`config.mk`:
```
export PLATFORM = sky130hd
export DESIGN_NAME = fadd_feed
export DESIGN_NICKNAME = d
export VERILOG_FILES = /design/src/rtl/fadd_pkg.sv /design/src/rtl/fadd_feed_fifo.sv /design/src/rtl/fadd_feed.sv
export SDC_FILE = /design/constraint.sdc
export NUM_CORES = 1
export LEC_CHECK = 0
export BUFFER_PORTS_ARGS = -buffer_cell sky130_fd_sc_hd__buf_2
export CELL_PAD_IN_SITES_DETAIL_PLACEMENT = 1
export CELL_PAD_IN_SITES_GLOBAL_PLACEMENT = 1
export CORE_MARGIN = 3
export CORE_UTILIZATION = 30
export DETAILED_ROUTE_END_ITERATION = 7
export PLACE_DENSITY_LB_ADDON = 0.3
export SLEW_MARGIN = 20
export SYNTH_ARGS = -nofsm -noshare
export SYNTH_HDL_FRONTEND = slang
export SYNTH_SLANG_ARGS = --single-unit
export TNS_END_PERCENT = 50
```
`constraint.sdc`:
```
create_clock -name clk -period 2.6 [get_ports clk]
set_input_delay 0.26 -clock clk [delete_from_list [all_inputs] [get_ports clk]]
set_output_delay 0.26 -clock clk [all_outputs]
set_load 0.005 [all_outputs]
```
`src/rtl/fadd_pkg.sv`:
```
// Shared definitions for the FloPoCo fadd feeder: word width, exception codes
// and the pairing FSM state type.
package fadd_pkg;

   // Width of a FloPoCo word: 2 exception bits, 1 sign bit, exponent, fraction.
   function automatic int W(input int we, input int wf);
      return we + wf + 3;
   endfunction

   localparam logic [1:0] EXN_ZERO   = 2'b00;
   localparam logic [1:0] EXN_NORMAL = 2'b01;
   localparam logic [1:0] EXN_INF    = 2'b10;
   localparam logic [1:0] EXN_NAN    = 2'b11;

   typedef enum logic {
      ST_IDLE = 1'b0,
      ST_HOLD = 1'b1
   } feed_state_t;

endpackage

```
`src/rtl/fadd_feed_fifo.sv`:
```
// First-word-fall-through result FIFO for the fadd feeder. Each entry holds a
// sum together with its end-of-stream flag. The head entry is visible on
// rd_data/rd_last whenever count is non-zero; both read as zero when empty.
module fadd_feed_fifo
   import fadd_pkg::*;
#(
   parameter  int WD    = 11,
   parameter  int DEPTH = 4,
   localparam int AW    = $clog2(DEPTH)
) (
   input  logic          clk,
   input  logic          reset,
   input  logic          wr_en,
   input  logic [WD-1:0] wr_data,
   input  logic          wr_last,
   input  logic          rd_en,
   output logic [WD-1:0] rd_data,
   output logic          rd_last,
   output logic [AW:0]   count
);

   logic [WD:0]   mem [DEPTH];
   logic [AW-1:0] wr_ptr;
   logic [AW-1:0] rd_ptr;
   logic          do_wr;
   logic          do_rd;

   assign do_rd = rd_en && (count != '0);
   // A write into a full FIFO is refused unless a read frees the slot on the same edge.
   assign do_wr = wr_en && !reset && ((count != (AW+1)'(DEPTH)) || do_rd);

   // Storage array; contents need no reset because count gates visibility.
   always_ff @(posedge clk) begin
      if (do_wr) begin
         mem[wr_ptr] <= {wr_last, wr_data};
      end
   end

   // Pointers wrap naturally at DEPTH (a power of two); count is held on simultaneous read/write.
   always_ff @(posedge clk) begin
      if (reset) begin
         wr_ptr <= '0;
         rd_ptr <= '0;
         count  <= '0;
      end else begin
         if (do_wr) begin
            wr_ptr <= wr_ptr + 1'b1;
         end
         if (do_rd) begin
            rd_ptr <= rd_ptr + 1'b1;
         end
         case ({do_wr, do_rd})
            2'b10:   count <= count + 1'b1;
            2'b01:   count <= count - 1'b1;
            default: count <= count;
         endcase
      end
   end

   // Head entry presentation, forced to zero while the FIFO is empty.
   always_comb begin
      rd_data = '0;
      rd_last = 1'b0;
      if (count != '0) begin
         rd_data = mem[rd_ptr][WD-1:0];
         rd_last = mem[rd_ptr][WD];
      end else begin
         rd_data = '0;
         rd_last = 1'b0;
      end
   end

endmodule

```
`src/rtl/fadd_feed.sv`:
```
// Pairwise feeder for a fixed-latency FloPoCo fadd core. Consecutive stream
// elements are paired and issued to the core as X/Y; an odd final element is
// paired with zero. Results are tracked through the core pipeline and queued
// in a FWFT FIFO. A credit check on in_ready keeps the non-stallable core from
// ever overrunning the FIFO.
// Optional feature: define FADD_FEED_NAN_FLAG_EN to add the sticky nan_seen
// output, cleared at the end of each dequeued stream.
module fadd_feed
   import fadd_pkg::*;
#(
   parameter  int WE      = 4,
   parameter  int WF      = 4,
   parameter  int LATENCY = 1,
   parameter  int DEPTH   = 4,
   localparam int WD      = W(WE, WF)
) (
   input  logic          clk,
   input  logic          reset,
   input  logic          in_valid,
   input  logic [WD-1:0] in_data,
   input  logic          in_last,
   output logic          in_ready,
   output logic [WD-1:0] fadd_x,
   output logic [WD-1:0] fadd_y,
   input  logic [WD-1:0] fadd_r,
   output logic          out_valid,
   output logic [WD-1:0] out_data,
   output logic          out_last,
   input  logic          out_ready
`ifdef FADD_FEED_NAN_FLAG_EN
   ,
   output logic          nan_seen
`endif
);

   localparam int AW = $clog2(DEPTH);
   localparam int CW = AW + 2;
   localparam int SW = CW + 1;

   feed_state_t   state;
   feed_state_t   state_nx;
   logic [WD-1:0] hold_a;
   logic [WD-1:0] hold_nx;
   logic          accept;
   logic          complete;
   logic [WD-1:0] pair_x;
   logic [WD-1:0] pair_y;
   logic          pair_last;

   logic               issue_valid;
   logic               issue_last;
   logic [LATENCY-1:0] pipe_valid;
   logic [LATENCY-1:0] pipe_last;
   logic               retire;

   logic [CW-1:0] inflight;
   logic [CW-1:0] inflight_nx;
   logic [AW:0]   fifo_count;
   logic [AW:0]   count_nx;
   logic          fifo_rd;
   logic [SW-1:0] need;

   assign accept  = in_valid && in_ready;
   assign retire  = pipe_valid[LATENCY-1];
   assign fifo_rd = out_valid && out_ready;
   assign out_valid = (fifo_count != '0);

   // Pairing FSM: decide whether this accepted element completes a pair.
   always_comb begin
      state_nx  = state;
      hold_nx   = hold_a;
      complete  = 1'b0;
      pair_x    = '0;
      pair_y    = '0;
      pair_last = 1'b0;
      case (state)
         ST_IDLE: begin
            if (accept && in_last) begin
               complete  = 1'b1;
               pair_x    = in_data;
               pair_last = 1'b1;
            end else if (accept) begin
               state_nx = ST_HOLD;
               hold_nx  = in_data;
            end else begin
               state_nx = ST_IDLE;
            end
         end
         ST_HOLD: begin
            if (accept) begin
               complete  = 1'b1;
               pair_x    = hold_a;
               pair_y    = in_data;
               pair_last = in_last;
               state_nx  = ST_IDLE;
               hold_nx   = '0;
            end else begin
               state_nx = ST_HOLD;
            end
         end
         default: begin
            state_nx = ST_IDLE;
            hold_nx  = '0;
         end
      endcase
   end

   // FSM state and held first operand.
   always_ff @(posedge clk) begin
      if (reset) begin
         state  <= ST_IDLE;
         hold_a <= '0;
      end else begin
         state  <= state_nx;
         hold_a <= hold_nx;
      end
   end

   // Issue register: X/Y carry a pair for exactly one cycle, zero otherwise.
   always_ff @(posedge clk) begin
      if (reset) begin
         fadd_x      <= '0;
         fadd_y      <= '0;
         issue_valid <= 1'b0;
         issue_last  <= 1'b0;
      end else begin
         fadd_x      <= complete ? pair_x : '0;
         fadd_y      <= complete ? pair_y : '0;
         issue_valid <= complete;
         issue_last  <= complete && pair_last;
      end
   end

   // Track each issued pair through the core so R is captured at the right edge.
   always_ff @(posedge clk) begin
      if (reset) begin
         pipe_valid <= '0;
         pipe_last  <= '0;
      end else begin
         pipe_valid[0] <= issue_valid;
         pipe_last[0]  <= issue_last;
         for (int k = 1; k < LATENCY; k++) begin
            pipe_valid[k] <= pipe_valid[k-1];
            pipe_last[k]  <= pipe_last[k-1];
         end
      end
   end

   // Next-cycle occupancy: pairs owed to the FIFO plus entries already in it.
   always_comb begin
      inflight_nx = inflight;
      count_nx    = fifo_count;
      if (complete && !retire) begin
         inflight_nx = inflight + 1'b1;
      end else if (!complete && retire) begin
         inflight_nx = inflight - 1'b1;
      end else begin
         inflight_nx = inflight;
      end
      if (retire && !fifo_rd) begin
         count_nx = fifo_count + 1'b1;
      end else if (!retire && fifo_rd) begin
         count_nx = fifo_count - 1'b1;
      end else begin
         count_nx = fifo_count;
      end
      need = SW'(inflight_nx) + SW'(count_nx) + SW'(1'b1);
   end

   // Credit counter and registered ready: accept only if one more pair still fits.
   always_ff @(posedge clk) begin
      if (reset) begin
         inflight <= '0;
         in_ready <= 1'b0;
      end else begin
         inflight <= inflight_nx;
         in_ready <= (need <= SW'(DEPTH));
      end
   end

   fadd_feed_fifo #(
      .WD    (WD),
      .DEPTH (DEPTH)
   ) u_fifo (
      .clk     (clk),
      .reset   (reset),
      .wr_en   (retire),
      .wr_data (fadd_r),
      .wr_last (pipe_last[LATENCY-1]),
      .rd_en   (out_ready),
      .rd_data (out_data),
      .rd_last (out_last),
      .count   (fifo_count)
   );

`ifdef FADD_FEED_NAN_FLAG_EN
   // Sticky NaN flag over a dequeued stream; a NaN on the last result keeps it set.
   always_ff @(posedge clk) begin
      if (reset) begin
         nan_seen <= 1'b0;
      end else if (fifo_rd) begin
         if (out_data[WD-1:WD-2] == EXN_NAN) begin
            nan_seen <= 1'b1;
         end else if (out_last) begin
            nan_seen <= 1'b0;
         end else begin
            nan_seen <= nan_seen;
         end
      end else begin
         nan_seen <= nan_seen;
      end
   end
`endif

endmodule

```
# After elaboration in Yosys (flattened, before gate mapping)
# Memory sizes are Yosys's and may differ from the RTL's. A register that Yosys moved wholly into a read port is not among the register bits.
# Index checks and enable logic that the tools add are counted.
dict set report classes {
  n_eq_ne 6
  n_reduce_logical 20
  bitwise_logic 3
  n_mux 26
  n_addsub 8
  magnitude_cmp 1
}
# operator count
set ops {}
lappend ops {{11-bit two-way mux} 6}
lappend ops {{11-bit case mux with 2 select lines} 2}
lappend ops {{1-bit logical AND} 10}
lappend ops {{1-bit two-way mux} 8}
lappend ops {{4-bit two-way mux} 2}
lappend ops {{3-bit two-way mux} 2}
lappend ops {{1-bit case mux with 2 select lines} 3}
lappend ops {{3-bit case mux with 2 select lines} 1}
lappend ops {{4-bit by 3-bit adder with 5-bit output} 1}
lappend ops {{5-bit by 1-bit adder with 5-bit output (second input constant)} 1}
lappend ops {{5-bit by 3-bit <= comparator with 1-bit output (second input constant)} 1}
lappend ops {{2-bit by 1-bit adder with 2-bit output (second input constant)} 2}
lappend ops {{4-bit by 1-bit adder with 4-bit output (second input constant)} 1}
lappend ops {{1-bit logical NOT} 4}
lappend ops {{2-bit two-way mux} 2}
lappend ops {{2-bit != test (second input constant)} 2}
lappend ops {{4-bit OR reduction} 1}
lappend ops {{4-bit by 1-bit subtractor with 4-bit output (second input constant)} 1}
lappend ops {{3-bit by 1-bit adder with 3-bit output (second input constant)} 1}
lappend ops {{3-bit != test (second input constant)} 1}
lappend ops {{1-bit NOT} 3}
lappend ops {{3-bit AND reduction} 1}
lappend ops {{3-bit nonzero test} 1}
lappend ops {{3-bit by 1-bit subtractor with 3-bit output (second input constant)} 1}
lappend ops {{6 further kinds} 6}
dict set report word_totals {
  register_bits 50
  output_inout_bits 36
  n_memories 1
  ram_bits 48
  wordCells 78
  inputBits 27
}
# memory depth word_bits rd rd_clocked_by_memory_dff write_ports line_no
set mem_list {}
lappend mem_list {u_fifo.mem 4 12 1 1 1 fadd_feed_fifo.sv:22} ;# logic [WD:0] mem [DEPTH];

# Depth between registers and ports, before layout
# Gate-level depths: netlist (run 1).
dict set report depth {
  depth_word 11
  mapped_depth 13
  depth_no_buf 13
}

# Modules after synthesis
# A second synthesis (run 1) with hierarchy kept.
dict set report hier_totals {
  hier_cells 314
  hier_area_um2 4041.4
}
# mod instances cells_per_inst seq_area_each_um2 area_each_um2
set modules_own_cells {}
lappend modules_own_cells {fadd_feed_fifo 1 126 1621.6 2269.7}
lappend modules_own_cells {fadd_feed 1 188 860.8 1771.7}

# Least setup slack after synthesis (run 1)
# OpenSTA, ideal clock, no wires.
dict set report synth_path {
  path_type {reg2reg}
  from {reg u_fifo.count[0]}
  to {reg in_ready}
  synth_period_minus_slack_ns 2.204
  t_required_ns 2.542
  path_buffers 0
  path_slack_ns 0.396
  setup_time_ns 0.058
  path_stages_with_launch 12
  t_arrival_ns 2.146
  path_cell_list {dfxtp_1 -> inv_1 -> ha_1 -> nand2b_1 -> nand2_1 -> maj3_1 -> o21ai_1 -> ha_1 -> a21oi_1 -> a21oi_1 -> a211oi_2 -> o21a_1}
}
dict set report synth_via {
  elab_chain_len 8
  word_cells_on_any_way 12
  classes_between {add/sub: 4; order compare: 1; mux: 2; reduce/logical: 5}
}
# item line_no
set synth_lines {}
lappend synth_lines {{from (decl)} fadd_feed_fifo.sv:19} ;# output logic [AW:0] count
lappend synth_lines {{from (signal assigned)} fadd_feed_fifo.sv:53} ;# 2'b10: count <= count + 1'b1;
lappend synth_lines {{from (signal assigned)} fadd_feed_fifo.sv:54} ;# 2'b01: count <= count - 1'b1;
lappend synth_lines {{from (signal assigned)} fadd_feed_fifo.sv:55} ;# default: count <= count;
lappend synth_lines {{branches (longest 4 deep; another with 3-bit by 1-bit subtractor with 3-bit output)} -}
lappend synth_lines {{3-bit two-way mux *} fadd_feed.sv:160} ;# if (retire && !fifo_rd) begin
lappend synth_lines {{4-bit by 3-bit adder with 5-bit output *} fadd_feed.sv:167} ;# need = SW'(inflight_nx) + SW'(count_nx) + SW'(1'b1);
lappend synth_lines {{5-bit by 1-bit adder with 5-bit output *} fadd_feed.sv:167}
lappend synth_lines {{5-bit by 3-bit <= comparator with 1-bit output *} fadd_feed.sv:177} ;# in_ready <= (need <= SW'(DEPTH));
lappend synth_lines {{to (signal assigned)} fadd_feed.sv:177}
lappend synth_lines {{to (decl)} fadd_feed.sv:22} ;# output logic in_ready,
# Every way passes the cells marked *.
# A chain may end at the register's enable or synchronous reset.

# Worst setup path after layout (run 1)
# Ends and elaborated chain as after synthesis.

==> results of run 1 <==
through the flow:
| stage | power [mW] | setup slack (ps) | utilization | cell area (um^2) |
|---|---|---|---|---|
| after global placement | 2.88 | 326 | 0.353 | 4520 |
| after floorplan | 2.57 | 396 | - | 4000 |
| final | 4.08 | 229 | 0.374 | 4790 |
| after detailed placement | 2.93 | 234 | 0.353 | 4520 |
| after global routing | 4.34 | 17.1 | 0.374 | 4790 |
| after CTS | 4.15 | 212 | 0.374 | 4790 |
final timing paths:
| check | end | cells after the start | slack, ps | startpoint |
|---|---|---|---|---|
| setup reg to reg | in_ready$_SDFF_PP0_ | 11 | 230 | u_fifo.count[0]$_SDFFE_PP0P_ |
| hold reg to reg | pipe_valid$_SDFF_PP0_ | 1 | 440 | issue_valid$_SDFF_PP0_ |
| hold / removal | u_fifo.mem[0][0]$_DFFE_PP_ | 1 | 130 | fadd_r[0] |
| setup / recovery | in_ready$_SDFF_PP0_ | 11 | 230 | u_fifo.count[0]$_SDFFE_PP0P_ |
cell usage after synthesis (2+ instances only):
library cell	count
sky130_fd_sc_hd__o21ai_1	2
sky130_fd_sc_hd__xor2_1	4
sky130_fd_sc_hd__o21ai_0	3
sky130_fd_sc_hd__buf_2	2
sky130_fd_sc_hd__edfxtp_1	48
sky130_fd_sc_hd__nor2b_1	6
sky130_fd_sc_hd__clkbuf_1	9
sky130_fd_sc_hd__nand2_1	18
sky130_fd_sc_hd__inv_2	2
sky130_fd_sc_hd__mux4_2	12
sky130_fd_sc_hd__ha_1	12
sky130_fd_sc_hd__and3_1	11
sky130_fd_sc_hd__nor2_1	46
sky130_fd_sc_hd__mux2i_1	3
sky130_fd_sc_hd__buf_4	2
sky130_fd_sc_hd__inv_1	10
sky130_fd_sc_hd__a22oi_1	11
sky130_fd_sc_hd__nand2b_1	3
sky130_fd_sc_hd__and2_1	17
sky130_fd_sc_hd__dfxtp_1	52
sky130_fd_sc_hd__a21oi_1	15
sky130_fd_sc_hd__xnor2_1	7
sky130_fd_sc_hd__buf_1	2
sky130_fd_sc_hd__o211ai_1	2
layout make-up:
class | instances | share of cell area
Sequential cell | 100 | 0.518
Timing Repair Buffer | 72 | 0.0804
Clock inverter | 6 | 0.00809
Inverter | 12 | 0.00940
Clock buffer | 10 | 0.0478
Multi-Input combinational cell | 190 | 0.291
Tap cell | 172 | 0.0449
cells in the final DEF (no fill, tap or decap), drive strengths merged, types with 2 or more instances in the layout:
master / count
buf: 72
dfxtp: 52
edfxtp: 48
nor2: 46
nand2: 18
and2: 17
a21oi: 16
inv: 13
mux4: 12
ha: 12
and3: 11
a22oi: 11
clkbuf: 10
xnor2: 7
nor2b: 6
o21ai: 5
xor2: 4
clkinv: 4
nand2b: 3
mux2i: 3
o211ai: 3
a211oi: 2
kinds of logic (layout without fill, tap and decap cells):
logic type / Yosys count / count (layout) / synth area share
fa+ha+maj: 13 / 13 / 0.0400
flops: 100 / 100 / 0.620
simple gates: 109 / 109 / 0.132
compound gates: 41 / 41 / 0.0747
buf+inv: 28 / 100 / 0.0306
xor+xnor: 11 / 11 / 0.0241
mux: 16 / 16 / 0.0779
flip-flops by register name (all words and copies together) (netlist names), named ones only:
name and flops:
issue_valid 1, fadd_x 11, hold_a 11, issue_last 1, u_fifo.count 3, state 1, u_fifo.rd_ptr 2, inflight 4
fadd_y 11, pipe_valid 1, u_fifo.wr_ptr 2, u_fifo.mem 48, in_ready 1, pipe_last 1
report_power, final:
part / total (mW) / internal (mW) / leakage [nW] / switching (mW)
Sequential: 1.80 / 1.73 / 0.856 / 0.0693
Clock: 1.21 / 0.647 / 0.130 / 0.564
Combinational: 1.07 / 0.501 / 0.933 / 0.565
per-layer routing:
| metal | vias up | wire, um | track usage |
|---|---|---|---|
| li1 | 1249 | - | - |
| met1 | 1274 | 3680 | 0.150 |
| met2 | 59 | 4390 | 0.219 |
| met3 | 8 | 438 | 0.0382 |
| met4 | 0 | 80 | 0.0336 |
| met5 | - | 0 | 0 |
==> impl_metrics.sql, run 1 <==
INSERT INTO impl_metrics (metric_group, metric, value, unit) VALUES
('die', 'num_rows', '41', ''),
('route', 'routed_wl', '8590', 'um'),
('route', 'drt_pass1_iterations', '5', ''),
('grt', 'grt_pass1_vias', '2733', ''),
('grt', 'overflow', '0', ''),
('timing', 'grt_setup_unrepaired', 'false', ''),
('route', 'ant_nets', '0', ''),
('critical_path', 'cpPeakStageDelay', '410', 'ps'),
('yosys', 'synth-seq-area-share', '0.620', ''),
('cells_and_area', 'flow.area_growth_from_synthesis', '19.8', '%'),
('route', 'drt-vias-per-instance', '4.61', ''),
('route', 'drt_iter0_markers', '168', ''),
('placement', 'io_buffers', '62', ''),
('critical_path', 'crit_arrival', '2660', 'ps'),
('critical_path', 'path_buf_inv', '1', ''),
('cts', 'cts.repair.resized', '0', ''),
('min_path', 'tightest_hold_check_type', 'in2reg', ''),
('placement', 'globalplace.congestion', '0.736', ''),
('cells_and_area', 'post_route_cells_drive_above_1_share', '0.269', ''),
('timing', 'hold_viol_final', '0', ''),
('cts', 'cts.htree.levels', '3', ''),
('route', 'routed_wire_length_per_instance', '15.3', 'um'),
('yosys', 'synth_nets', '357', ''),
('critical_path', 'worst_path_max_delay_cell', 'sky130_fd_sc_hd__dfxtp_1', ''),
('outcome', 'outcome', 'completed', ''),
('cts', 'clock-sinks', '100', ''),
('placement', 'numPlacedInstances', '546', ''),
('timing', 'fmax', '422', 'MHz'),
('critical_path', 'path_cells', 'inv_1, ha_1, nand2b_1, nand2_1, maj3_1, o21ai_1, ha_1, a21oi_1, a21oi_1, a211oi_2, o21a_1', ''),
('die', 'chipWidth', '121', 'um'),
('timing', 'finalSetupViolations', '0', ''),
('cts', 'cts_buffer_depth', '2', ''),
('cells_and_area', 'num_antenna_cells', '0', ''),
('critical_path', 'crit_path_max_fanout', '4', ''),
('placement', 'dpl_hpwl', '5910', 'um'),
('grt', 'pin_count_of_the_biggest_net_entering_global_routing', '36', ''),
('grt', 'antenna_violations_before_repair', '0', ''),
('yosys', 'ys_dominant_reg_cell', 'sky130_fd_sc_hd__dfxtp_1', ''),
('yosys', 'synth_cell_type_count', '43', ''),
('yosys', 'synth-seq-cells', '100', ''),
('cts', 'worstSkewPairLatency', '340', 'ps'),
('die', 'std_cell_core_area', '0.0128', 'mm^2'),
('timing', 'skew', '4.05', 'ps'),
('route', 'residual_drc_count', '0', ''),
('timing', 'slew_violations', '0', ''),
('yosys', 'synthesis.yosys.warnings', '0', ''),
('die', 'die_height', '121', 'um'),
('timing', 'worst-slew-pin-transition', '773', 'ps'),
('critical_path', 'startpoint_type_of_the_worst_setup_path', 'flop', ''),
('die', 'pin_count', '63', ''),
('cells_and_area', 'layout.cells.non_filler', '562', ''),
('cts', 'cts_setup_buffers', '0', ''),
('timing', 'tns', '0', 'ps'),
('yosys', 'post-synth-top-area-fraction', '0.360', ''),
('critical_path', 'endpoint_kind', 'flop', ''),
('cells_and_area', 'multi_input_comb_area', '0.00140', 'mm^2'),
('timing', 'final_period_minus_worst_setup_slack', '2370', 'ps'),
('yosys', 'avgSynthCellArea', '12.6', 'um^2'),
('flow_run', 'number_of_max_cap_violations', '0', ''),
('critical_path', 'timing.critical_path.required', '2890', 'ps'),
('grt', 'global_router_s_overall_resource_usage', '0.126', ''),
('timing', 'hold_ws', '130', 'ps'),
('cells_and_area', 'layout.nets', '424', ''),
('yosys', 'synth_edf_count', '48', ''),
('yosys', 'leading_post_synthesis_cells_by_cell_area', 'sky130_fd_sc_hd__edfxtp_1 (36%), sky130_fd_sc_hd__dfxtp_1 (26%), sky130_fd_sc_hd__mux4_2 (6.8%), sky130_fd_sc_hd__nor2_1 (4.3%), sky130_fd_sc_hd__ha_1 (3.8%)', ''),
('cts', 'cts-hold-fix-buffers', '0', ''),
('yosys', 'mappedNetlistArea', '0.00400', 'mm^2'),
('yosys', 'yosysTopAreaCell', 'sky130_fd_sc_hd__edfxtp_1', ''),
('critical_path', 'path_class', 'reg2reg', ''),
('pwr', 'p_leak', '1.92', 'nW'),
('cts', 'clock_tree.root_cell', 'sky130_fd_sc_hd__clkbuf_16', '');
Power figures use the tool's default switching activity.
==> run 2, diff against run 1 <==
- clock period: 2.6 -> 2.8 ns (I/O delays scaled with it)
==> impl_metrics.sql, run 2 (synthesized netlist as in run 1, its figures left out) <==
INSERT INTO impl_metrics (metric_group, metric, value, unit) VALUES
('critical_path', 'path_class', 'reg2reg', ''),
('critical_path', 'critical_path.top_delay_family', 'adder cells', ''),
('timing', 'fmax', '416', 'MHz'),
('cells_and_area', 'final_core_utilization', '0.375', ''),
('cells_and_area', 'num_antenna_cells', '0', ''),
('timing', 'final_setup_slack_of_the_worst_path', '398', 'ps'),
('die', 'initial_core_util', '0.312', ''),
('critical_path', 'startpoint_type_of_the_worst_setup_path', 'flop', ''),
('cells_and_area', 'post-route-cell-area', '0.00481', 'mm^2'),
('timing', 'grt_setup_unrepaired', 'false', ''),
('route', 'drt-vias-per-instance', '4.64', ''),
('critical_path', 'crit_cells', '11', ''),
('timing', 'slew-limit-headroom', '0.477', ''),
('cells_and_area', 'regMostFlops', 'u_fifo.mem', ''),
('route', 'residual_drc_count', '0', ''),
('cts', 'cts.reportedPaths.clkPinSlew', '60', 'ps'),
('cells_and_area', 'multi_input_comb_area', '0.00140', 'mm^2'),
('die', 'std_cell_core_area', '0.0128', 'mm^2'),
('pwr', 'comb_power_share', '0.260', ''),
('placement', 'globalplace.congestion', '0.771', ''),
('die', 'pin_count', '63', ''),
('critical_path', 'worst-r2r-cell-count', '11', ''),
('timing', 'finalSetupViolations', '0', ''),
('timing', 'hold_viol_final', '0', ''),
('die', 'num_rows', '41', ''),
('timing', 'skew', '6.13', 'ps'),
('route', 'routed_wl', '8630', 'um'),
('critical_path', 'critical_path.endpoint', 'in_ready$_SDFF_PP0_', ''),
('die', 'dieArea', '0.0148', 'mm^2'),
('critical_path', 'critPathLaunch', 'u_fifo.count[0]$_SDFFE_PP0P_', ''),
('grt', 'global_router_s_overall_resource_usage', '0.126', ''),
('pwr', 'swShare', '0.289', ''),
('cells_and_area', 'layout.nets', '424', ''),
('critical_path', 'rr_endpoint', 'in_ready$_SDFF_PP0_', ''),
('cells_and_area', 'post_route_cells_drive_above_1_share', '0.269', ''),
('flow_run', 'number_of_max_cap_violations', '0', ''),
('timing', 'tns', '0', 'ps'),
('grt', 'grt_pass1_vias', '2775', ''),
('route', 'via_count', '2608', ''),
('cts', 'clock_tree.root_cell', 'sky130_fd_sc_hd__clkbuf_16', ''),
('timing', 'worst-slew-pin-transition', '778', 'ps'),
('grt', 'wire_length_of_the_first_global_routing_pass', '14100', 'um'),
('pwr', 'vdd.ir_drop.worst', '260', 'uV'),
('critical_path', 'path_buf_inv', '1', ''),
('critical_path', 'cpPeakStageDelay', '410', 'ps'),
('cts', 'cts-hold-fix-buffers', '0', ''),
('cells_and_area', 'largest_register_ffs', '48', ''),
('cts', 'cts.htree.levels', '3', ''),
('route', 'drt_iter0_markers', '162', ''),
('placement', 'pre_cts_slack', '415', 'ps'),
('placement', 'postPlaceCellArea', '0.00452', 'mm^2'),
('cells_and_area', 'flow.area_growth_from_synthesis', '20.1', '%'),
('critical_path', 'crit_arrival', '2700', 'ps'),
('min_path', 'tightest_hold_check_type', 'in2reg', ''),
('grt', 'overflow', '0', ''),
('route', 'routed_wire_length_per_instance', '15.3', 'um'),
('cts', 'cts.repair.resized', '0', ''),
('critical_path', 'critical_path.reg2reg.startpoint', 'u_fifo.count[0]$_SDFFE_PP0P_', ''),
('cts', 'cts_setup_buffers', '0', ''),
('timing', 'slew_violations', '0', ''),
('cells_and_area', 'mostFrequentLayoutCells', 'sky130_fd_sc_hd__buf_2 (62), sky130_fd_sc_hd__dfxtp_1 (52), sky130_fd_sc_hd__edfxtp_1 (48), sky130_fd_sc_hd__nor2_1 (46), sky130_fd_sc_hd__nand2_1 (18)', ''),
('critical_path', 'timing.critical_path.required', '3100', 'ps'),
('outcome', 'outcome', 'completed', ''),
('timing', 'final_period_minus_worst_setup_slack', '2400', 'ps'),
('cts', 'worstSkewPairLatency', '350', 'ps'),
('route', 'ant_nets', '0', ''),
('pwr', 'clock_group_share_of_total_power', '0.304', ''),
('critical_path', 'endpoint_kind', 'flop', ''),
('critical_path', 'crit_path_max_fanout', '4', ''),
('placement', 'dpl_hpwl', '5970', 'um'),
('pwr', 'netsw', '1.11', 'mW'),
('grt', 'pin_count_of_the_biggest_net_entering_global_routing', '36', ''),
('cells_and_area', 'sequential_cell_area', '0.00248', 'mm^2'),
('critical_path', 'rrSetupSlack', '400', 'ps'),
('timing', 'final.period_utilization', '0.858', ''),
('pwr', 'pwr-share-seq', '0.436', ''),
('critical_path', 'worst_path_max_delay_cell', 'sky130_fd_sc_hd__dfxtp_1', ''),
('pwr', 'power_per_cell_area', '796', 'mW/mm^2'),
('die', 'die_height', '121', 'um'),
('critical_path', 'path_cells', 'inv_1, ha_1, nand2b_1, nand2_1, maj3_1, o21ai_1, ha_1, a21oi_1, a21oi_1, a211oi_2, o21a_1', ''),
('route', 'drt_pass1_iterations', '4', ''),
('cells_and_area', 'leading_cell_type_in_the_layout_fill_and_taps_excluded', 'sky130_fd_sc_hd__buf_2', ''),
('die', 'chipWidth', '121', 'um'),
('cts', 'clock-sinks', '100', ''),
('cts', 'cts_buffer_depth', '2', ''),
('cts', 'cts_made_buffers', '9', ''),
('grt', 'antenna_violations_before_repair', '0', ''),
('cells_and_area', 'n_fill_cell', '1430', ''),
('cts', 'cts_tree', 'yes', ''),
('placement', 'io_buffers', '62', ''),
('pwr', 'cellInternalPower', '2.72', 'mW'),
('pwr', 'p_leak', '1.93', 'nW');
==> run 2: cell types whose count changed in the layout (fill, tap and decap cells not counted), sizes merged <==
cell / change
clkbuf: +2
clkinv: -1
clkinvlp: -1
==> run 2: area by class of cell <==
| type | count | area share |
|---|---|---|
| Clock buffer | 12 | 0.0534 |
| Clock inverter | 4 | 0.00547 |
| Tap cell | 172 | 0.0448 |
| Timing Repair Buffer | 72 | 0.0802 |
| Inverter | 12 | 0.00937 |
| Multi-Input combinational cell | 190 | 0.290 |
| Sequential cell | 100 | 0.516 |
==> run 2: per-stage QoR <==
stage	power [mW]	cells	hold WS, ps
global route	4.08	562	141
global placement	2.67	546	422
finish	3.83	562	144
CTS	3.89	562	132
detailed placement	2.71	546	428
floorplan	2.38	318	379
==> run 2: worst min-delay path by stage <==
stage                                      start                    endpoint  slack, ps  depth (start not counted)
after floorplan                        fadd_r[0]  u_fifo.mem[0][0]$_DFFE_PP_        380                          0
after global placement    issue_valid$_SDFF_PP0_       pipe_valid$_SDFF_PP0_        420                          1
after detailed placement   issue_last$_SDFF_PP0_        pipe_last$_SDFF_PP0_        430                          1
after CTS                              fadd_r[0]  u_fifo.mem[0][0]$_DFFE_PP_        130                          1
after global routing                   fadd_r[1]  u_fifo.mem[0][1]$_DFFE_PP_        140                          1
final                                  fadd_r[0]  u_fifo.mem[0][0]$_DFFE_PP_        140                          1
==> run 2: metal layers <==
metal / share of wire / vias to the layer above / wire length (um) / track usage
met1: 0.43 / 1287 / 3680 / 0.144
met2: 0.51 / 57 / 4370 / 0.214
met3: 0.051 / 13 / 439 / 0.0471
met4: 0.016 / 0 / 140 / 0.0455
met5: 0 / - / 0 / 0
li1: - / 1251 / - / -
==> run 2: power by group through the flow <==
stage / logic (mW) / registers (mW) / clock network (mW)
after floorplan: 0.692 / 1.69 / 0
after global placement: 0.979 / 1.69 / 0
after detailed placement: 1.01 / 1.70 / 0
after CTS: 1.02 / 1.67 / 1.20
after global routing: 1.14 / 1.68 / 1.26
final: 0.995 / 1.67 / 1.16
==> run 3, diff against run 2 <==
- CORE_UTILIZATION: 30 -> 31
==> impl_metrics.sql, run 3 (synthesized netlist as in run 1, its figures left out) <==
INSERT INTO impl_metrics (metric_group, metric, value, unit) VALUES
('outcome', 'outcome', 'completed', ''),
('cts', 'cts-hold-fix-buffers', '0', ''),
('route', 'drt_iter0_markers', '177', ''),
('timing', 'finalSetupViolations', '0', ''),
('die', 'initial_core_util', '0.325', ''),
('cts', 'cts_tree', 'yes', ''),
('placement', 'io_buffers', '62', ''),
('critical_path', 'timing.critical_path.required', '3090', 'ps'),
('critical_path', 'worst_path_max_delay_cell', 'sky130_fd_sc_hd__dfxtp_1', ''),
('cts', 'clock_tree.root_cell', 'sky130_fd_sc_hd__clkbuf_16', ''),
('cts', 'cts_setup_buffers', '0', ''),
('critical_path', 'startpoint_type_of_the_worst_setup_path', 'flop', ''),
('timing', 'final.period_utilization', '0.848', ''),
('cts', 'clock-sinks', '100', ''),
('route', 'residual_drc_count', '0', ''),
('critical_path', 'path_cells', 'inv_1, ha_1, nand2b_1, nand2_1, maj3_1, o21ai_1, ha_1, a21oi_1, a21oi_1, a211oi_2, o21a_1', ''),
('min_path', 'tightest_hold_check_type', 'in2reg', ''),
('cells_and_area', 'layout.cells.non_filler', '557', ''),
('grt', 'antenna_violations_before_repair', '1', ''),
('cts', 'worstSkewPairLatency', '330', 'ps'),
('critical_path', 'crit_path_max_fanout', '4', ''),
('pwr', 'p_leak', '1.94', 'nW'),
('cts', 'cts.reportedPaths.clkPinSlew', '70', 'ps'),
('critical_path', 'crit_cells', '11', ''),
('pwr', 'vdd.ir_drop.worst', '336', 'uV'),
('grt', 'overflow', '0', ''),
('timing', 'final_period_minus_worst_setup_slack', '2370', 'ps'),
('cells_and_area', 'layout.nets', '423', ''),
('grt', 'global_router_s_overall_resource_usage', '0.120', ''),
('placement', 'postPlaceCellArea', '0.00451', 'mm^2'),
('route', 'drt-vias-per-instance', '4.57', ''),
('placement', 'numPlacedInstances', '541', ''),
('cts', 'cts_buffer_depth', '2', ''),
('cells_and_area', 'num_antenna_cells', '0', ''),
('critical_path', 'path_buf_inv', '1', ''),
('cts', 'cts_made_buffers', '9', ''),
('die', 'pin_count', '63', ''),
('cells_and_area', 'mostFrequentLayoutCells', 'sky130_fd_sc_hd__buf_2 (62), sky130_fd_sc_hd__dfxtp_1 (52), sky130_fd_sc_hd__edfxtp_1 (48), sky130_fd_sc_hd__nor2_1 (46), sky130_fd_sc_hd__nand2_1 (18)', ''),
('timing', 'skew', '6.50', 'ps'),
('grt', 'grt_pass1_vias', '2746', ''),
('timing', 'fmax', '421', 'MHz'),
('cells_and_area', 'regMostFlops', 'u_fifo.mem', ''),
('route', 'via_count', '2543', ''),
('critical_path', 'worst-r2r-cell-count', '11', ''),
('placement', 'dpl_hpwl', '5700', 'um'),
('min_path', 'min_delay_path_depth', '1', ''),
('route', 'ant_nets', '0', ''),
('route', 'drt_pass1_iterations', '4', ''),
('critical_path', 'cpPeakStageDelay', '400', 'ps'),
('die', 'chipWidth', '120', 'um'),
('cells_and_area', 'flow.area_growth_from_synthesis', '20.8', '%'),
('die', 'die_height', '120', 'um'),
('cells_and_area', 'largest_register_ffs', '48', ''),
('critical_path', 'crit_arrival', '2660', 'ps'),
('flow_run', 'number_of_max_cap_violations', '0', ''),
('critical_path', 'path_class', 'reg2reg', ''),
('cells_and_area', 'n_fill_cell', '1366', ''),
('die', 'dieArea', '0.0143', 'mm^2'),
('cells_and_area', 'post-route-cell-area', '0.00483', 'mm^2'),
('timing', 'tns', '0', 'ps'),
('timing', 'worst-slew-pin-transition', '813', 'ps'),
('grt', 'pin_count_of_the_biggest_net_entering_global_routing', '36', ''),
('cells_and_area', 'post_route_cells_drive_above_1_share', '0.270', ''),
('timing', 'hold_ws', '155', 'ps'),
('timing', 'grt_setup_unrepaired', 'false', ''),
('route', 'routed_wire_length_per_instance', '14.7', 'um'),
('timing', 'hold_viol_final', '0', ''),
('grt', 'wire_length_of_the_first_global_routing_pass', '13700', 'um'),
('critical_path', 'critical_path.top_delay_family', 'adder cells', ''),
('pwr', 'power_per_cell_area', '824', 'mW/mm^2'),
('timing', 'slew_violations', '0', ''),
('route', 'routed_wl', '8190', 'um'),
('die', 'std_cell_core_area', '0.0123', 'mm^2'),
('timing', 'slew-limit-headroom', '0.454', ''),
('die', 'num_rows', '40', ''),
('cts', 'cts.repair.resized', '0', ''),
('placement', 'globalplace.congestion', '0.724', ''),
('cts', 'cts.htree.levels', '3', ''),
('cells_and_area', 'leading_cell_type_in_the_layout_fill_and_taps_excluded', 'sky130_fd_sc_hd__buf_2', ''),
('critical_path', 'endpoint_kind', 'flop', '');
==> run 3: changes by cell type in the layout (fill, tap and decap cells not counted), sizes merged <==
| cell | before | now |
|---|---|---|
| bufinv | 0 | 2 |
| clkbuf | 12 | 10 |
| clkinv | 3 | 1 |
| buf | 72 | 71 |
| clkinvlp | 0 | 1 |
| inv | 13 | 14 |
==> run 3: metal layers <==
layer | GRT usage | wire, um
met2 | 0.212 | 4000
met5 | 0 | 7
met1 | 0.141 | 3680
met4 | 0.0365 | 111
met3 | 0.0353 | 395
==> run 3: cell type report <==
cell class	instances	area, um^2	share of cell area
flip-flops and latches	100	2480	0.513
multi-input cells	190	1400	0.289
well taps	168	210	0.0435
inverters	12	45.0	0.00932
clock inverters	6	93.8	0.0194
clock buffers	10	229	0.0474
repair buffers	71	378	0.0782
==> run 3: path summary, 6_finish.rpt <==
path	start	endpoint	slack [ps]
setup / recovery	u_fifo.count[0]$_SDFFE_PP0P_	in_ready$_SDFF_PP0_	430
hold / removal	fadd_r[6]	u_fifo.mem[0][6]$_DFFE_PP_	160
setup reg to reg	u_fifo.count[0]$_SDFFE_PP0P_	in_ready$_SDFF_PP0_	430
hold reg to reg	issue_valid$_SDFF_PP0_	pipe_valid$_SDFF_PP0_	440
==> run 3: report_power, final <==
group,internal [mW],switching [mW],total [mW]
logic,0.463,0.525,0.987
clock network,0.791,0.534,1.33
registers,1.61,0.0631,1.67
total,2.86,1.12,3.98
==> run 3: worst reg2reg max path, cell delays in order (launching register included) <==
cell and delay [ps]:
sky130_fd_sc_hd__dfxtp_1 400, sky130_fd_sc_hd__inv_1 90, sky130_fd_sc_hd__ha_1 270, sky130_fd_sc_hd__nand2b_1 130, sky130_fd_sc_hd__nand2_1 140, sky130_fd_sc_hd__maj3_1 370, sky130_fd_sc_hd__o21ai_1 130, sky130_fd_sc_hd__ha_1 270
sky130_fd_sc_hd__a21oi_1 150, sky130_fd_sc_hd__a21oi_1 70, sky130_fd_sc_hd__a211oi_2 190, sky130_fd_sc_hd__o21a_1 120
==> run 3: metrics by stage <==
step	power [mW]	worst slack, ps	util
6_report	3.98	426	0.393
4_1_cts	4.05	402	0.393
3_5_place_dp	2.71	419	0.366
2_1_floorplan	2.38	596	-
5_1_grt	4.23	205	0.393
3_3_place_gp	2.67	520	0.366
